<file path="src/rtl/seg_dynamic_scan.sv">
// Multiplexed N-digit 7-segment scanner: per-digit dwell with leading blank window,
// frame-synchronous (tear-free) display update and optional leading-zero suppression.
module seg_dynamic_scan #(
  parameter int DIGITS       = 6,
  parameter int CNT_SCAN_MAX = 49_999,
  parameter int BLANK_CYC    = 2
) (
  input  logic                  sys_clk,
  input  logic                  sys_rst,
  input  logic                  en,
  input  logic [4*DIGITS-1:0]   data_in,
  input  logic [DIGITS-1:0]     point_in,
  input  logic                  data_vld,
  input  logic                  lz_en,
  output logic [DIGITS-1:0]     sel,
  output logic [7:0]            seg,
  output logic                  frame_done
);

  localparam int CW = (CNT_SCAN_MAX > 0) ? $clog2(CNT_SCAN_MAX + 1) : 1;
  localparam int IW = $clog2(DIGITS);

  logic [CW-1:0]            cnt;
  logic [IW-1:0]            idx;
  logic [DIGITS-1:0][3:0]   data_in_p, pend_data, disp_data;
  logic [DIGITS-1:0]        pend_pt, disp_pt, lz_blank;
  logic                     cnt_last, idx_last, frame_bnd, in_blank;
  logic [3:0]               cur_nib;
  logic                     cur_pt, cur_blank;

  assign data_in_p = data_in;
  assign cnt_last  = (cnt == CW'(CNT_SCAN_MAX));
  assign idx_last  = (idx == IW'(DIGITS - 1));
  assign frame_bnd = en & cnt_last & idx_last;
  assign in_blank  = (cnt < CW'(BLANK_CYC));

  assign cur_nib   = disp_data[idx];
  assign cur_pt    = disp_pt[idx];
  assign cur_blank = lz_blank[idx];

  // Active-low g..a pattern for one hex nibble.
  function automatic logic [6:0] seg_decode(input logic [3:0] nib);
    case (nib)
      4'h0: seg_decode = 7'h40;
      4'h1: seg_decode = 7'h79;
      4'h2: seg_decode = 7'h24;
      4'h3: seg_decode = 7'h30;
      4'h4: seg_decode = 7'h19;
      4'h5: seg_decode = 7'h12;
      4'h6: seg_decode = 7'h02;
      4'h7: seg_decode = 7'h78;
      4'h8: seg_decode = 7'h00;
      4'h9: seg_decode = 7'h10;
      4'hA: seg_decode = 7'h08;
      4'hB: seg_decode = 7'h03;
      4'hC: seg_decode = 7'h46;
      4'hD: seg_decode = 7'h21;
      4'hE: seg_decode = 7'h06;
      default: seg_decode = 7'h0E;
    endcase
  endfunction

  // A digit is suppressed when it and every higher digit are zero; digit 0 always shows.
  always_comb begin
    logic zero_above;
    zero_above = 1'b1;
    lz_blank   = '0;
    for (int k = DIGITS - 1; k >= 1; k--) begin
      zero_above  = zero_above & (disp_data[k] == 4'h0);
      lz_blank[k] = lz_en & zero_above;
    end
  end

  always_ff @(posedge sys_clk) begin
    if (sys_rst) begin
      cnt        <= '0;
      idx        <= '0;
      pend_data  <= '0;
      pend_pt    <= '0;
      disp_data  <= '0;
      disp_pt    <= '0;
      sel        <= '0;
      seg        <= 8'hFF;
      frame_done <= 1'b0;
    end else begin
      if (en) begin
        cnt <= cnt_last ? '0 : cnt + CW'(1);
        if (cnt_last)
          idx <= idx_last ? '0 : idx + IW'(1);
      end

      if (data_vld) begin
        pend_data <= data_in_p;
        pend_pt   <= point_in;
      end

      // A strobe landing on the boundary bypasses pending so it shows next frame.
      if (frame_bnd) begin
        disp_data <= data_vld ? data_in_p : pend_data;
        disp_pt   <= data_vld ? point_in  : pend_pt;
      end

      frame_done <= frame_bnd;

      if (!en) begin
        sel <= '0;
        seg <= 8'hFF;
      end else begin
        sel <= DIGITS'(1) << idx;
        if (in_blank)
          seg <= 8'hFF;
        else
          seg <= {~cur_pt, cur_blank ? 7'h7F : seg_decode(cur_nib)};
      end
    end
  end

endmodule

</file>
<file path="config.mk">
export PLATFORM = sky130hd
export DESIGN_NAME = seg_dynamic_scan
export DESIGN_NICKNAME = d
export VERILOG_FILES = /design/src/rtl/seg_dynamic_scan.sv
export SDC_FILE = /design/constraint.sdc
export NUM_CORES = 1
export LEC_CHECK = 0
export CAP_MARGIN = 20
export CORE_MARGIN = 5
export CORE_UTILIZATION = 45
export DETAILED_ROUTE_END_ITERATION = 12
export PLACE_DENSITY = 0.74
export SKIP_CTS_REPAIR_TIMING = 1
export SYNTH_ARGS = -nofsm -noshare
export SYNTH_HDL_FRONTEND = slang
export SYNTH_SLANG_ARGS = --single-unit
</file>
<file path="constraint.sdc">
create_clock -name sys_clk -period 4.2 [get_ports sys_clk]
set_input_delay 0.63 -clock sys_clk [delete_from_list [all_inputs] [get_ports sys_clk]]
set_output_delay 0.63 -clock sys_clk [all_outputs]
set_load 0.05 [all_outputs]
</file>
==> out/qor.txt <==
Global-route wire length before repair = 13.6 mm
CTS Sinks = 94
Top Ports = 50
Vias in the first global route = 2,859
Chip height = 105 um
Max-slew headroom = 38.3%
Share of post-route cells with drive strength above 1 = 7.25%
Final setup TNS = 0 ns
Pre-antenna DRT Iters = 4
Req. time, crit path = 4.39 ns
#FFs+latches synth = 94
Routed len/inst = 13.8 um
Post-synth ARST share = 0%
Iter 0 DRT Violations = 145
Fin Clk Skew = 0.00772 ns
Ys flop type = dfxtp_1
Kind of critical path = reg2reg
EDFF count, synth = 0
Initial antenna violation count = 0
Die area = 11,100 sq um
YS warnings = 0
Largest net degree at the start of global routing = 70
WP data arrival = 3.12 ns
Fin crit share = 69.6%
Total vias in the final route = 2,903
Outcome = completed
Max-cap violations = 0
Syn Nets = 468
Clk pin slew, worst setup/hold paths = 0.09 ns
Core area = 8810 sq um
Crit. Startpoint = idx[0]$_SDFFE_PP0P_
CTS tree = built
Worst min path class = reg2reg
Vias per cell = 5.03
GRT Util Overall = 14.9%
Port bufs = 49
Worst-Margin Slew = 0.926 ns
Die width = 105 um
Fillers = 799
Max frequency = 0.342 GHz
DRC viols = 0
Multi-input gate area = 1950 sq um
GRT overflow = 0
Final min period = 2.93 ns
Synthesis-to-finish area growth = 17.1%
Synth unique cells = 37
GP Congestion = 0.846
Hold slack final = 0.499 ns
Final wirelength = 7.95 mm
ANT cells = 0
Clock latency on the worst-skew pair = 0.35 ns
Worst-path fanout max = 12
Most frequent cells in the layout = dfxtp_1, mux2i_1, nor2_1, clkdlybuf4s50_1, inv_1
Initial Util = 46.5%
CTS buffer count = 9
Leak = 2.06 nW
Peak supply drop = 0.000199 V
Slew Limit Fails = 0
Commonest non-fill, non-tap cell in the layout = dfxtp_1
Final Hold Vio Count = 0
Worst Setup End Kind = register
Hold path startpoint = pend_data[19]$_SDFF_PP0_
Mapped cell area = 4100 sq um
RSZ-0062 raised after global routing = no
Detail Placement HPWL = 5.66 mm
Reg-to-reg startpoint = idx[0]$_SDFFE_PP0P_
Routed Antenna Nets = 0
Final nets = 506
Placement Rows = 34
Syn Inst Count = 426
Seq/Total Area, Yosys = 45.9%
P per Cell Area = 331 nW/um^2
Synthesized area per cell = 9.62 sq um
Critical Path Source Type = register
CTS Buffer Depth = 2
Reg area = 1880 sq um
CTS root buffer = clkbuf_8
Htree depth = 3
Setup-failing EPs final = 0
## report_power, final
part / internal, W / leakage (nW) / switching, W
sequential: 0.000912 / 0.764 / 0.00000683
combinational: 0.0000550 / 1.20 / 0.0000554
clock: 0.000265 / 0.0889 / 0.000297
total: 0.00123 / 2.06 / 0.000359
## cell usage after synthesis, types with 2 or more instances
| master | count | area [sq um] |
|---|---|---|
| a21oi_1 | 7 | 35.0 |
| a22oi_1 | 3 | 22.5 |
| buf_1 | 2 | 7.51 |
| buf_2 | 6 | 30.0 |
| buf_6 | 3 | 33.8 |
| clkbuf_1 | 14 | 52.6 |
| dfxtp_1 | 94 | 1880 |
| ha_1 | 7 | 87.6 |
| inv_1 | 37 | 139 |
| mux2_2 | 5 | 56.3 |
| mux2i_1 | 65 | 651 |
| mux4_2 | 5 | 113 |
| nand2_1 | 16 | 60.1 |
| nand2b_1 | 5 | 31.3 |
| nand3_1 | 10 | 50.1 |
| nand4_1 | 4 | 25.0 |
| nor2_1 | 55 | 206 |
| nor2b_1 | 32 | 200 |
| nor3_1 | 5 | 25.0 |
| nor4_1 | 11 | 68.8 |
| o211ai_1 | 3 | 22.5 |
| o21ai_0 | 3 | 15.0 |
| o221ai_1 | 3 | 26.3 |
| o22ai_1 | 2 | 12.5 |
| or2_2 | 2 | 12.5 |
| or3_1 | 2 | 12.5 |
| xnor2_1 | 5 | 43.8 |
| xor2_1 | 11 | 96.3 |
## area by class of cell
type	count	area share, %
multi-input cells	270	40.7
flip-flops and latches	94	39.2
repair buffers	52	10.5
clock buffers	14	3.60
inverters	37	2.89
well taps	108	2.81
clock inverters	2	0.313
## worst max-delay path: stages, from the launching register on
cell and delay [ns]:
dfxtp_1 0.69, mux4_2 0.57, a22oi_1 0.61, inv_1 0.17
ha_1 0.26, inv_1 0.08, nor2_1 0.06, a21oi_1 0.17
o221ai_1 0.15
## cells by family after synthesis
| group | count (synthesis) | share of synthesized area (%) |
|---|---|---|
| AO/OA/AOI/OAI | 24 | 3.88 |
| XOR/XNOR | 16 | 3.42 |
| adder cells (fa/ha/maj) | 7 | 2.14 |
| buffers and inverters | 62 | 6.41 |
| flip-flops | 94 | 45.9 |
| multiplexers | 75 | 20.0 |
| AND/OR/NAND/NOR | 148 | 18.3 |
## metal layers
metal	vias to the layer above	track usage, %	wire, um
li1	1496	-	-
met2	52	23.0	3640
met5	-	0	0
met1	1347	19.8	3900
met4	0	6.28	104
met3	8	3.55	302
## per-stage QoR
stage / total power (W) / instance area (sq um) / utilization (%) / cells / setup WS, ns
4_1_cts: 0.00161 / 4800 / 54.5 / 577 / 1.33
2_1_floorplan: 0.00100 / 4100 / - / 426 / 1.80
3_5_place_dp: 0.00105 / 4610 / 52.4 / 561 / 1.27
5_1_grt: 0.00166 / 4800 / 54.5 / 577 / 1.05
6_report: 0.00159 / 4800 / 54.5 / 577 / 1.27
3_3_place_gp: 0.00105 / 4610 / 52.4 / 561 / 1.39
## state kept, by name (all words and copies together), names as in the netlist
name / count
idx: 3
disp_data: 24
frame_done: 1
sel: 6
disp_pt: 6
pend_data: 24
pend_pt: 6
seg: 8
cnt: 16
## worst paths after layout
check | slack [ns] | depth (start not counted) | endpoint
max reg2reg | 1.27 | 8 | seg[5]$_SDFF_PP1_
max | 1.27 | 8 | seg[5]$_SDFF_PP1_
min reg2reg | 0.50 | 2 | pend_data[19]$_SDFF_PP0_
min | 0.50 | 2 | pend_data[19]$_SDFF_PP0_
Note: power is estimated with default switching activity, not from simulation.
